--- src/rtl/ex_muldiv.sv ---
// rtl/ex_muldiv.sv - iterative multiply/divide unit producing {HI,LO} beside the EX-stage ALU
//
// Ports:
//   clk, rst          clock (rising edge), asynchronous active-high reset
//   start_i           EX holds a mul/div op (held high while stalled)
//   op_i              0 MULT, 1 MULTU, 2 DIV, 3 DIVU, 4 MADD, 5 MADDU, 6 MSUB, 7 MSUBU
//   opa_i, opb_i      rs / rt operands (dividend / divisor)
//   hi_i, lo_i        forwarded HI/LO for the accumulate ops
//   cancel_i          flush of the EX instruction
//   stall_o           pipeline hold request (combinational)
//   done_o, whilo_o   one-cycle completion pulse / HI-LO write enable
//   hi_o, lo_o        result (multiply: product halves; divide: remainder / quotient)
//   dbz_o             divide-by-zero flag, valid with done_o
module ex_muldiv #(
  parameter int DATA_W = 32,
  parameter int CNT_W  = 6
) (
  input  logic              clk,
  input  logic              rst,
  input  logic              start_i,
  input  logic [2:0]        op_i,
  input  logic [DATA_W-1:0] opa_i,
  input  logic [DATA_W-1:0] opb_i,
  input  logic [DATA_W-1:0] hi_i,
  input  logic [DATA_W-1:0] lo_i,
  input  logic              cancel_i,
  output logic              stall_o,
  output logic              done_o,
  output logic              whilo_o,
  output logic [DATA_W-1:0] hi_o,
  output logic [DATA_W-1:0] lo_o,
  output logic              dbz_o
);

  typedef enum logic [2:0] {
    S_IDLE = 3'd0,
    S_MUL  = 3'd1,
    S_DIV  = 3'd2,
    S_FIX  = 3'd3,
    S_DONE = 3'd4
  } state_t;

  localparam logic [CNT_W-1:0] LAST_CNT = CNT_W'(DATA_W - 1);

  state_t                r_state;
  state_t                w_next;
  logic [1:0]            r_op;      // op_i[2:1]: signedness lives in r_sa/r_sb
  logic [CNT_W-1:0]      r_cnt;
  logic [2*DATA_W-1:0]   r_acc;     // mul: {partial, multiplier}; div: {remainder, quotient}
  logic [DATA_W-1:0]     r_b;
  logic [DATA_W-1:0]     r_hi;
  logic [DATA_W-1:0]     r_lo;
  logic                  r_sa;
  logic                  r_sb;
  logic                  r_dbz;
  logic [DATA_W-1:0]     r_hi_o;
  logic [DATA_W-1:0]     r_lo_o;

  logic                  w_accept;
  logic                  w_in_signed;
  logic                  w_in_div;
  logic                  w_in_dbz;
  logic                  w_a_neg;
  logic                  w_b_neg;
  logic [DATA_W-1:0]     w_mag_a;
  logic [DATA_W-1:0]     w_mag_b;

  logic [DATA_W:0]       w_mul_sum;
  logic [2*DATA_W-1:0]   w_mul_next;
  logic [DATA_W:0]       w_rem_sh;
  logic [DATA_W:0]       w_diff;
  logic [2*DATA_W-1:0]   w_div_next;

  logic                  w_neg_res;
  logic [2*DATA_W-1:0]   w_prod;
  logic [2*DATA_W-1:0]   w_hilo;
  logic [2*DATA_W-1:0]   w_acc_res;
  logic [DATA_W-1:0]     w_quo;
  logic [DATA_W-1:0]     w_rem;
  logic [DATA_W-1:0]     w_fix_hi;
  logic [DATA_W-1:0]     w_fix_lo;

  // ---------------- operand capture ----------------
  assign w_accept    = (r_state == S_IDLE) && start_i && !cancel_i;
  assign w_in_signed = ~op_i[0];
  assign w_in_div    = (op_i[2:1] == 2'b01);
  assign w_in_dbz    = w_in_div && (opb_i == '0);
  assign w_a_neg     = w_in_signed & opa_i[DATA_W-1];
  assign w_b_neg     = w_in_signed & opb_i[DATA_W-1];
  assign w_mag_a     = w_a_neg ? (~opa_i + 1'b1) : opa_i;
  assign w_mag_b     = w_b_neg ? (~opb_i + 1'b1) : opb_i;

  // ---------------- iteration steps ----------------
  // Shift-add: add multiplicand into the upper half when the multiplier LSB
  // is set, then shift the whole {carry, upper, multiplier} right by one.
  assign w_mul_sum  = {1'b0, r_acc[2*DATA_W-1:DATA_W]} +
                      (r_acc[0] ? {1'b0, r_b} : {(DATA_W+1){1'b0}});
  assign w_mul_next = {w_mul_sum, r_acc[DATA_W-1:1]};

  // Restoring divide: shift the next dividend bit into the remainder and
  // keep the difference only when it did not borrow.
  assign w_rem_sh   = r_acc[2*DATA_W-1:DATA_W-1];
  assign w_diff     = w_rem_sh - {1'b0, r_b};
  assign w_div_next = w_diff[DATA_W]
                    ? {w_rem_sh[DATA_W-1:0], r_acc[DATA_W-2:0], 1'b0}
                    : {w_diff[DATA_W-1:0],   r_acc[DATA_W-2:0], 1'b1};

  // ---------------- sign fix-up ----------------
  assign w_neg_res = r_sa ^ r_sb;
  assign w_prod    = w_neg_res ? (~r_acc + 1'b1) : r_acc;
  assign w_hilo    = {r_hi, r_lo};
  assign w_acc_res = r_op[0] ? (w_hilo - w_prod) : (w_hilo + w_prod);
  assign w_quo     = w_neg_res ? (~r_acc[DATA_W-1:0] + 1'b1) : r_acc[DATA_W-1:0];
  assign w_rem     = r_sa ? (~r_acc[2*DATA_W-1:DATA_W] + 1'b1) : r_acc[2*DATA_W-1:DATA_W];

  always_comb begin
    w_fix_hi = r_acc[2*DATA_W-1:DATA_W];
    w_fix_lo = r_acc[DATA_W-1:0];
    if (r_op == 2'b01) begin
      if (r_dbz) begin
        // Divisor was zero: no iterations ran, so the low half still holds
        // |dividend|; re-apply the sign to return the original operand.
        w_fix_hi = r_sa ? (~r_acc[DATA_W-1:0] + 1'b1) : r_acc[DATA_W-1:0];
        w_fix_lo = '1;
      end else begin
        w_fix_hi = w_rem;
        w_fix_lo = w_quo;
      end
    end else if (r_op[1]) begin
      w_fix_hi = w_acc_res[2*DATA_W-1:DATA_W];
      w_fix_lo = w_acc_res[DATA_W-1:0];
    end else begin
      w_fix_hi = w_prod[2*DATA_W-1:DATA_W];
      w_fix_lo = w_prod[DATA_W-1:0];
    end
  end

  // ---------------- FSM ----------------
  always_ff @(posedge clk or posedge rst) begin
    if (rst) r_state <= S_IDLE;
    else     r_state <= w_next;
  end

  always_comb begin
    w_next = r_state;
    case (r_state)
      S_IDLE: begin
        if (w_accept) begin
          if (w_in_div) w_next = w_in_dbz ? S_FIX : S_DIV;
          else          w_next = S_MUL;
        end
      end
      S_MUL, S_DIV: begin
        if (cancel_i)               w_next = S_IDLE;
        else if (r_cnt == LAST_CNT) w_next = S_FIX;
      end
      S_FIX:   w_next = cancel_i ? S_IDLE : S_DONE;
      S_DONE:  w_next = S_IDLE;   // start_i here is still the finished instruction
      default: w_next = S_IDLE;
    endcase
  end

  // ---------------- datapath ----------------
  always_ff @(posedge clk or posedge rst) begin
    if (rst) begin
      r_op   <= '0;
      r_cnt  <= '0;
      r_acc  <= '0;
      r_b    <= '0;
      r_hi   <= '0;
      r_lo   <= '0;
      r_sa   <= 1'b0;
      r_sb   <= 1'b0;
      r_dbz  <= 1'b0;
      r_hi_o <= '0;
      r_lo_o <= '0;
    end else begin
      case (r_state)
        S_IDLE: begin
          if (w_accept) begin
            r_op  <= op_i[2:1];
            r_cnt <= '0;
            r_acc <= {{DATA_W{1'b0}}, w_mag_a};
            r_b   <= w_mag_b;
            r_sa  <= w_a_neg;
            r_sb  <= w_b_neg;
            r_hi  <= hi_i;
            r_lo  <= lo_i;
            r_dbz <= w_in_dbz;
          end
        end
        S_MUL: begin
          r_acc <= w_mul_next;
          r_cnt <= r_cnt + 1'b1;
        end
        S_DIV: begin
          r_acc <= w_div_next;
          r_cnt <= r_cnt + 1'b1;
        end
        S_FIX: begin
          if (!cancel_i) begin
            r_hi_o <= w_fix_hi;
            r_lo_o <= w_fix_lo;
          end
        end
        default: ;
      endcase
    end
  end

  // ---------------- outputs ----------------
  // rst gates stall_o so every output drops the moment reset asserts,
  // even while EX still presents start_i.
  assign stall_o = !rst && ((r_state == S_MUL) || (r_state == S_DIV) ||
                            (r_state == S_FIX) || w_accept);
  assign done_o  = (r_state == S_DONE) && !cancel_i;
  assign whilo_o = done_o;
  assign dbz_o   = (r_state == S_DONE) && r_dbz;
  assign hi_o    = r_hi_o;
  assign lo_o    = r_lo_o;

endmodule

--- config.mk ---
export PLATFORM = sky130hd
export DESIGN_NAME = ex_muldiv
export DESIGN_NICKNAME = d
export VERILOG_FILES = /design/src/rtl/ex_muldiv.sv
export SDC_FILE = /design/constraint.sdc
export NUM_CORES = 1
export LEC_CHECK = 0
export CAP_MARGIN = 20
export CORE_UTILIZATION = 50
export DETAILED_ROUTE_END_ITERATION = 8
export PLACE_DENSITY = 0.81
export SETUP_SLACK_MARGIN = 0.2
export SYNTH_ARGS = -nofsm -noshare
export SYNTH_HDL_FRONTEND = slang
export SYNTH_SLANG_ARGS = --single-unit
--- constraint.sdc ---
create_clock -name clk -period 6.6 [get_ports clk]
set_input_delay 0.66 -clock clk [delete_from_list [all_inputs] [get_ports clk]]
set_output_delay 0.66 -clock clk [all_outputs]
set_load 0.05 [all_outputs]
==> results of run 1 <==
-- final timing paths --
check,start,to,cells past startpoint
min reg2reg,lo_o[2],lo_o[2],1
max,r_acc[1],hi_o[30],26
max reg2reg,r_acc[1],hi_o[30],26
max in group asynchronous,rst,hi_o[16],3
min,lo_o[2],lo_o[2],1
min in group asynchronous,rst,r_op[1],2
-- state kept, by name, indices dropped and copies added, names as in the netlist --
name     cells
r_dbz        1
r_state      3
r_op         2
r_b         32
lo_o        32
r_cnt        6
r_acc       64
r_lo        32
r_hi        32
hi_o        32
r_sb         1
r_sa         1
-- through the flow --
stage          cell area (µm²)  hold WS (ns)  worst slack (ns)
6_report                 26900         0.476             0.486
5_1_grt                  26900         0.493             0.141
4_1_cts                  26600         0.481             0.255
3_5_place_dp             25600         0.467            -0.254
3_3_place_gp             25600         0.462            -0.148
2_1_floorplan            22800         0.443             0.236
-- area by class of cell --
class / count / share of cell area, %
tap: 592 / 2.75
antenna: 1 / 0.00929
clock buffer: 38 / 2.97
inverter: 84 / 1.18
timing repair buffer: 318 / 10.8
sequential: 238 / 22.1
multi-input combinational: 2345 / 59.4
clock inverter: 16 / 0.729
-- cell families after synthesis --
family          share of synthesized area (%)
simple gates                             18.2
compound gates                           24.5
fa+ha+maj                                7.58
flops                                    26.2
xor+xnor                                 13.9
buf+inv                                  4.72
mux                                      4.92
-- worst max-delay path, stage by stage (launching register included) --
cell       delay (ns)
dfrtp_2          0.45
or4_4            0.60
nor4_4           0.42
buf_4            0.17
mux2_2           0.32
a32o_1           0.29
and4_1           0.18
nand2_1          0.16
nor3_2           0.08
buf_4            0.16
a21oi_1          0.16
xor2_1           0.10
ha_2             0.40
and4_1           0.20
a211o_1          0.13
nand2_1          0.11
a2111oi_4        0.37
buf_4            0.18
o21ai_1          0.08
nand3_1          0.17
nand2_1          0.10
o31a_1           0.36
o31ai_2          0.27
buf_4            0.15
a31oi_1          0.10
xor2_1           0.15
o21ai_0          0.14
-- layout by cell type (no fill, tap or decap), types with 28 or more instances in the layout --
| cell | n |
|---|---|
| a22oi_1 | 29 |
| nand3_1 | 38 |
| xor2_1 | 164 |
| o21ai_0 | 233 |
| dfrtp_1 | 234 |
| mux2i_1 | 32 |
| buf_4 | 115 |
| nor2b_1 | 29 |
| a21o_1 | 93 |
| clkdlybuf4s50_1 | 202 |
| a222oi_1 | 29 |
| inv_1 | 81 |
| mux2_2 | 69 |
| a31oi_1 | 46 |
| clkbuf_16 | 29 |
| nor2_1 | 254 |
| a21oi_1 | 249 |
| nor3_1 | 44 |
| ha_1 | 126 |
| nand2_1 | 260 |
| nand2b_1 | 32 |
| xnor2_1 | 189 |
| nor4_1 | 28 |
-- per-layer routing --
layer / vias to the layer above / routed length, µm / track usage [%]
met3: 145 / 5090 / 3.31
li1: 10600 / - / -
met2: 885 / 33700 / 50.4
met5: - / 0 / 0
met4: 0 / 2530 / 10.9
met1: 10500 / 31900 / 41.4
-- repair_timing --
item                                    in CTS  in global routing
pin swaps                                    1                 11
buffers inserted                             3                 13
gates resized for setup                      5                 52
gates cloned                                 0                  0
endpoints found under the setup margin      19                 21
==> impl_results.md, run 1 <==
* Min Tclk post-route at 6.11 ns
* Status: finished, violations left
* Layout cells sized above 1 at 10.6%
* CTS tree: yes
* GRT overflow at 0
* Nets@finish at 3287
* RD Place Congestion at 0.974
* Post-synth EDFFs at 0
* Util after Layout at 60.5%
* Clock slew at reported path FFs at 0.06 ns
* PortBufs at 202
* Fin crit share at 92.6%
* Synthesized area at 22800 µm²
* Total GRT Usage at 30.6%
* Number of remaining DRC errors at 2
* Routed len/inst at 20.2 µm
* Synth Warn # at 0
* Failing checks: DRC
* Setup TNS at 0 ns
* Via density at 6.11
* Clock buffer depth at 3
* Post-route ant nets at 0
* CP Launch Type: register
* Post-Syn Nets at 3132
* First-pass GRT wire length at 114000 µm
* Initial antenna violation count at 0
* Worst R2R Setup Slack at 0.49 ns
* Cell count after placement at 3561
* Fmax at 164 MHz
* Number of max-cap violations at 0
* CTS Hold Bufs at 0
* Boundary Pins at 203
* Initial DRC count at 2105
* Area contributors post-synth: dfrtp_1 26%, xnor2_1 7.4%, ha_1 7.3%
* Vias in the first global route at 21000
* Die H at 215 µm
* DIE WIDTH at 215 µm
* Number of buffers created by CTS at 29
* Worst Tran Pin Value at 1.11 ns
* Initial Util at 51.1%
* Root Buffer: clkbuf_16
* Gate Count Post-Synth at 2861
* Hpwl dp at 55900 µm
* CTS Sinks at 238
* Syn avg cell area at 7.95 µm²
* Worst Hold Class: reg -> reg
* WP data required at 7.09 ns
* Slew headroom at 25.9%
* Wirelength, routed at 73200 µm
* Top cell types by occurrence after synthesis: 261 x nand2_1, 258 x nor2_1, 251 x a21oi_1, 238 x dfrtp_1, 236 x o21ai_0
* H-Tree Depth at 1
* Seq/Total Area, Yosys at 26.2%
* Non-filler cells, final at 3632
* Vias at 22200
* Type of the worst setup path: reg -> reg
* Final setup violation count at 0
* RSZ-0062 raised after global routing: yes
* Die area at 46400 µm²
* Fraction of registers with async set/reset at 100%
* Core Region at 44500 µm²
* Row count at 77
* Yosys top cell area share at 26.2%
* Syn-to-layout area delta at 18.4%
* #FFs+latches synth at 238
* Reg area at 5960 µm²
* Cell with the most instances after synthesis: nand2_1
* Worst Setup End Kind: register
* Skew-Pair Late Insertion Delay at 0.59 ns
* Final Slew Violations at 0
* Largest area contributor in the netlist: dfrtp_1
* Final Hold Viols at 0
* First drt pass iteration count at 9
* CP arrival at 6.61 ns
* Area occupied by multi-input gates at 16000 µm²
* Crit Path Max Fanout at 8
* Layout fillers at 3946
* Top_reg_cell synth: dfrtp_1
* Netlist cell types at 87
* Fin Clk Skew at 0.0294 ns
* Largest net degree at the start of global routing at 143
Power of run 1 is not shown: default switching activity piles up to over one toggle a cycle in this logic, so the estimate is an artifact.
==> run 2: changes to the inputs <==
Settings changed: CELL_PAD_IN_SITES_DETAIL_PLACEMENT set to 1, CELL_PAD_IN_SITES_GLOBAL_PLACEMENT set to 1, CORE_UTILIZATION 50 to 40, HOLD_SLACK_MARGIN set to 0.08, PLACE_DENSITY 0.81 to 0.86.
==> run 2 against run 1 <==
Effect of this change: the flow now finishes without violations; via count increased by 1.3%; register-to-register slack got worse by 0.16 ns; highest routed layer is now met5; global-route usage shrank 1.4 points; maximum frequency shrank 2.6%; worst hold slack gained 0.0010 ns; final cell count increased by 4.5%; critical path type unchanged.
==> impl_results.md, run 2 (same netlist as run 1, synthesis figures left out) <==
* Status: finished, final reports clean
* Hold Path Stages at 2 (+1)
* Biggest register: r_acc
* PortBufs at 202 (unchanged)
* Row count at 87 (+13%)
* Post-route ant nets at 0 (unchanged)
* Type of the worst setup path: reg -> reg
* Worst Tran Pin Value at 1.15 ns (+0.0354 ns)
* CTS tree: yes
* H-Tree Depth at 1 (unchanged)
* CP arrival at 6.73 ns (+0.12 ns)
* FF-to-FF End: hi_o[30]
* Wirelength, routed at 85500 µm (+17%)
* Clock buffer depth at 3 (unchanged)
* Layout cells sized above 1 at 10.7% (+0.11 points)
* Clock slew at reported path FFs at 0.06 ns (about the same)
* DIE WIDTH at 241 µm (+12%)
* Root Buffer: clkbuf_16
* Vias in the first global route at 23600 (+12%)
* Critical R2R Launch: r_acc[8]
* RD Place Congestion at 0.942 (-3.2%)
* Number of buffers created by CTS at 30 (+3.4%)
* Fmax at 159 MHz (-2.6%)
* Crit Path Max Fanout at 7 (-1)
* Worst R2R Setup Slack at 0.33 ns (-0.16 ns)
* Syn-to-layout area delta at 19.5%
* Min Hold Slack at 0.477 ns (+0.00101 ns)
* First drt pass iteration count at 7 (-2)
* Number of remaining DRC errors at 0 (-2)
* Hpwl dp at 66200 µm (+18%)
* Fin crit share at 95.1% (+2.4 points)
* Final setup violation count at 0 (unchanged)
* Hold path start: r_b[27]
* Number of flip-flops in the largest register at 64 (unchanged)
* Commonest non-fill, non-tap cell in the layout: nand2_1
* Worst Setup End Kind: register
* Die H at 241 µm (+12%)
* GRT overflow at 0 (unchanged)
* Nets@finish at 3286 (-0.030%)
* First-pass GRT wire length at 134000 µm (+17%)
* Initial antenna violation count at 2 (+2)
* CP Launch Type: register
* Initial Util at 40.4% (-11 points)
* Core Region at 56300 µm² (+26%)
* CTS Sinks at 238 (unchanged)
* Via density at 5.92 (-3.0%)
* Initial DRC count at 1596 (-24%)
* Setup TNS at 0 ns (unchanged)
* Non-filler cells, final at 3794 (+4.5%)
* Total GRT Usage at 29.1% (-1.4 points)
* RSZ-0062 raised after global routing: yes
* Worst Setup SP: r_acc[8]
* Hold Path End: r_b[27]
* Routed len/inst at 22.5 µm (+12%)
* Slew headroom at 23.6% (-2.4 points)
* Die area at 57800 µm² (+25%)
* Fin Clk Skew at 0.0287 ns (-0.000754 ns)
* Largest net degree at the start of global routing at 110 (-23%)
* Min Tclk post-route at 6.27 ns (+0.161 ns)
* Reg area at 5960 µm² (unchanged)
* Final Slew Violations at 0 (unchanged)
* Area occupied by multi-input gates at 16000 µm² (about the same)
* Layout fillers at 6794 (+72%)
* Number of max-cap violations at 0 (unchanged)
* Most frequent cells in the layout: 258 x nand2_1, 253 x nor2_1, 248 x a21oi_1
* Cell count after placement at 3727 (+4.7%)
* Final Hold Viols at 0 (unchanged)
* Skew-Pair Late Insertion Delay at 0.62 ns (+0.03 ns)
* Worst r2r path cells at 24 (-7.7%)
* Boundary Pins at 203 (unchanged)
* WP data required at 7.06 ns (-0.03 ns)
* Worst Hold Class: reg -> reg
* Vias at 22500 (+1.3%)
==> run 2: worst max-delay path, stage by stage (launching register included) <==
cell      delay [ns]
dfrtp_1         0.40
or4_4           0.58
or4_4           0.61
or3_4           0.44
o21a_1          0.20
o211ai_2        0.22
and4_2          0.31
nor3b_2         0.19
and4b_2         0.34
nor4b_4         0.24
nor2_1          0.08
xor2_1          0.24
ha_2            0.38
a21o_1          0.20
a21o_1          0.18
a21o_1          0.18
a21o_1          0.18
a21oi_1         0.16
o21bai_1        0.08
a21oi_1         0.18
o31ai_2         0.09
buf_4           0.15
a31oi_1         0.21
xor2_1          0.18
o21ai_0         0.10
==> run 2: per-stage QoR <==
step | util, % | worst slack [ns] | instance area (µm²)
CTS | 47.8 | 0.117 | 26900
finish | 48.3 | 0.325 | 27200
detailed placement | 45.8 | -0.0283 | 25800
global placement | 45.8 | 0.175 | 25800
floorplan | - | 0.236 | 22800
global route | 48.3 | 0.126 | 27200
==> run 2: area by class of cell <==
type                    instances  share of cell area, %
multi-input cells            2345                   58.9
flip-flops and latches        238                   21.9
repair buffers                316                   10.7
well taps                     756                   3.48
clock buffers                  41                   3.13
inverters                      84                   1.17
clock inverters                13                  0.700
diodes                          1                0.00921
==> run 2: worst max-delay path by stage <==
stage	slack (ns)	to
finish	0.33	hi_o[30]
global route	0.13	hi_o[30]
CTS	0.12	hi_o[30]
detailed placement	-0.03	hi_o[13]
global placement	0.17	hi_o[30]
floorplan	0.24	hi_o[13]
==> run 2: layer usage <==
layer	vias to the layer above	GRT usage, %	share of wire, %
li1	10500	-	-
met1	11200	38.0	44
met2	614	50.0	48
met3	145	2.59	4.2
met4	2	10.4	3.7
met5	-	0	0.020
==> run 2: timing repair <==
item                                   CTS  global route
gates resized for setup                  8            55
hold buffers                             0             0
cloned                                   0             0
setup endpoints to repair               17            25
setup buffers                            0            11
pin swaps                                0            11
endpoints found under the hold margin    0             0
Power of run 2 is left out for the same reason.
==> run 3: changes to the inputs <==
Settings changed: GPL_ROUTABILITY_DRIVEN set to 0.
==> run 3 against run 2 <==
Effect of this change: worst setup slack better by 0.083 ns; register-to-register slack better by 0.08 ns; first-iteration DRC count is 50% higher; critical path depth is 3 higher; sequential cell count stayed put; utilization is 0.15 points lower; maximum frequency is 1.3% higher; final area is 0.30% lower; clock-buffer cell count is 5 lower; final cell count is 0.13% lower; critical path type unchanged.
==> impl_results.md, run 3 (same netlist as run 1, synthesis figures left out) <==
* Post-route ant nets at 0 (unchanged)
* H-Tree Depth at 1 (unchanged)
* CTS Sinks at 238 (unchanged)
* Min Hold Slack at 0.449 ns (-0.0280 ns)
* Cell count after placement at 3711 (-0.43%)
* Number of buffers created by CTS at 28 (-6.7%)
* Fin Clk Skew at 0.0211 ns (-0.00754 ns)
* Worst r2r path cells at 27 (+13%)
* Min Tclk post-route at 6.19 ns (-0.0834 ns)
* Vias at 23200 (+3.2%)
* Wirelength, routed at 85100 µm (-0.54%)
* Cell mode on critical path: buf_4
* Number of remaining DRC errors at 0 (unchanged)
* Syn-to-layout area delta at 19.1%
* Max incr delay on CP at 0.46 ns (-0.15 ns)
* First-pass GRT wire length at 132000 µm (-1.3%)
* Fin crit share at 93.8% (-1.3 points)
* Layout cells sized above 1 at 10.4% (-0.28 points)
* PortBufs at 202 (unchanged)
* GRT overflow at 0 (unchanged)
* Initial antenna violation count at 4 (+2)
* Vias in the first global route at 23600 (+0.24%)
* Most frequent cells in the layout: 259 x nand2_1, 253 x nor2_1, 248 x a21oi_1
* Die area at 57800 µm² (unchanged)
* WP data required at 7.06 ns (about the same)
* Non-filler cells, final at 3789 (-0.13%)
* Worst Setup End Kind: register
* Via density at 6.12 (+3.3%)
* Clock slew at reported path FFs at 0.07 ns (about the same)
* Pre-CTS setup slack at -0.103 ns (-0.0752 ns)
* Initial Util at 40.4% (unchanged)
* Status: finished, final reports clean
* Routed len/inst at 22.5 µm (-0.41%)
* Boundary Pins at 203 (unchanged)
* Row count at 87 (unchanged)
* FF-to-FF End: hi_o[26]
* Util after Layout at 48.2% (-0.15 points)
* Critical R2R Launch: r_acc[1]
* Final setup violation count at 0 (unchanged)
* Die H at 241 µm (unchanged)
* CP arrival at 6.66 ns (-0.07 ns)
* Skew-Pair Late Insertion Delay at 0.60 ns (-0.02 ns)
* RSZ-0062 raised after global routing: no
* Clock buffer depth at 3 (unchanged)
* Final Slew Violations at 0 (unchanged)
* Fmax at 162 MHz (+1.3%)
* Worst R2R Setup Slack at 0.41 ns (+0.08 ns)
* Number of max-cap violations at 0 (unchanged)
* Final worst-path setup slack at 0.409 ns (+0.0834 ns)
* Largest net degree at the start of global routing at 82 (-25%)
* Type of the worst setup path: reg -> reg
* Slew headroom at 28.3% (+4.7 points)
* Worst setup path end: hi_o[26]
* Commonest non-fill, non-tap cell in the layout: nand2_1
* CTS tree: yes
* Initial DRC count at 2399 (+50%)
* Crit Path Max Fanout at 7 (unchanged)
* Total GRT Usage at 28.6% (-0.51 points)
* Worst Tran Pin Value at 1.05 ns (-0.0972 ns)
* Worst Setup SP: r_acc[1]
* Root Buffer: clkbuf_16
* Core Region at 56300 µm² (unchanged)
* Worst Hold Class: in -> async
* Hpwl dp at 64300 µm (-3.0%)
* Critical-path top delay cell: dfrtp_2
* Nets@finish at 3280 (-0.18%)
* Final Hold Viols at 0 (unchanged)
* DIE WIDTH at 241 µm (unchanged)
* Number of flip-flops in the largest register at 64 (unchanged)
* CP Launch Type: register
* Biggest register: r_acc
* First drt pass iteration count at 7 (unchanged)
-- run 3: cell types whose count changed in the layout (fill, tap and decap cells not counted), moves of 3 or more --
cell,change
ha_2,-3
buf_4,-3
ha_1,+3
clkbuf_1,-3
-- run 3: final cells by class --
type | instances | area (µm²)
inverter | 84 | 319
fill | 6774 | 29200
antenna | 2 | 5.00
timing repair buffer | 312 | 2870
clock inverter | 16 | 226
tap | 756 | 946
sequential | 238 | 5960
clock buffer | 36 | 791
multi-input combinational | 2345 | 16000
-- run 3: worst min path at each step --
stage | from | to | slack, ns | cells after the start
after floorplan | r_cnt[5] | r_cnt[5] | 0.44 | 1
after global placement | r_cnt[5] | r_cnt[5] | 0.46 | 1
after detailed placement | r_cnt[5] | r_cnt[5] | 0.47 | 1
after CTS | rst | r_state[1] | 0.45 | 2
after global routing | rst | r_state[1] | 0.46 | 2
final | rst | r_state[1] | 0.45 | 2
-- run 3: repair_timing --
action / in CTS / in global routing
gates resized for setup: 10 / 47
pin swaps: 1 / 16
endpoints found under the hold margin: 0 / 0
hold buffers: 0 / 0
endpoints found under the setup margin: 10 / 26
buffers inserted: 2 / 21
-- run 3: critical path: cells and delay by family, from the launching register on --
kind	cells	cell delay, ns
xor gates and xnor gates	3	0.73
DFF	1	0.46
adders and majority gates	2	0.58
AOI/OAI and AO/OA	7	1.24
buffers and inverters	4	0.74
and+or+nand+nor	11	2.33
-- run 3: stage by stage --
| step | instance area [µm²] | setup TNS (ns) |
|---|---|---|
| floorplan | 22800 | 0 |
| global placement | 25700 | 0 |
| detailed placement | 25700 | -0.103 |
| CTS | 26700 | 0 |
| global route | 27100 | 0 |
| finish | 27100 | 0 |
-- run 3: per-layer routing --
metal,up-vias,wire length (µm),GRT usage (%)
met5,-,17,0
met3,235,5860,3.83
li1,10600,-,-
met4,2,3850,12.0
met2,958,40800,48.8
met1,11400,34500,36.2
Power of run 3 is left out for the same reason.
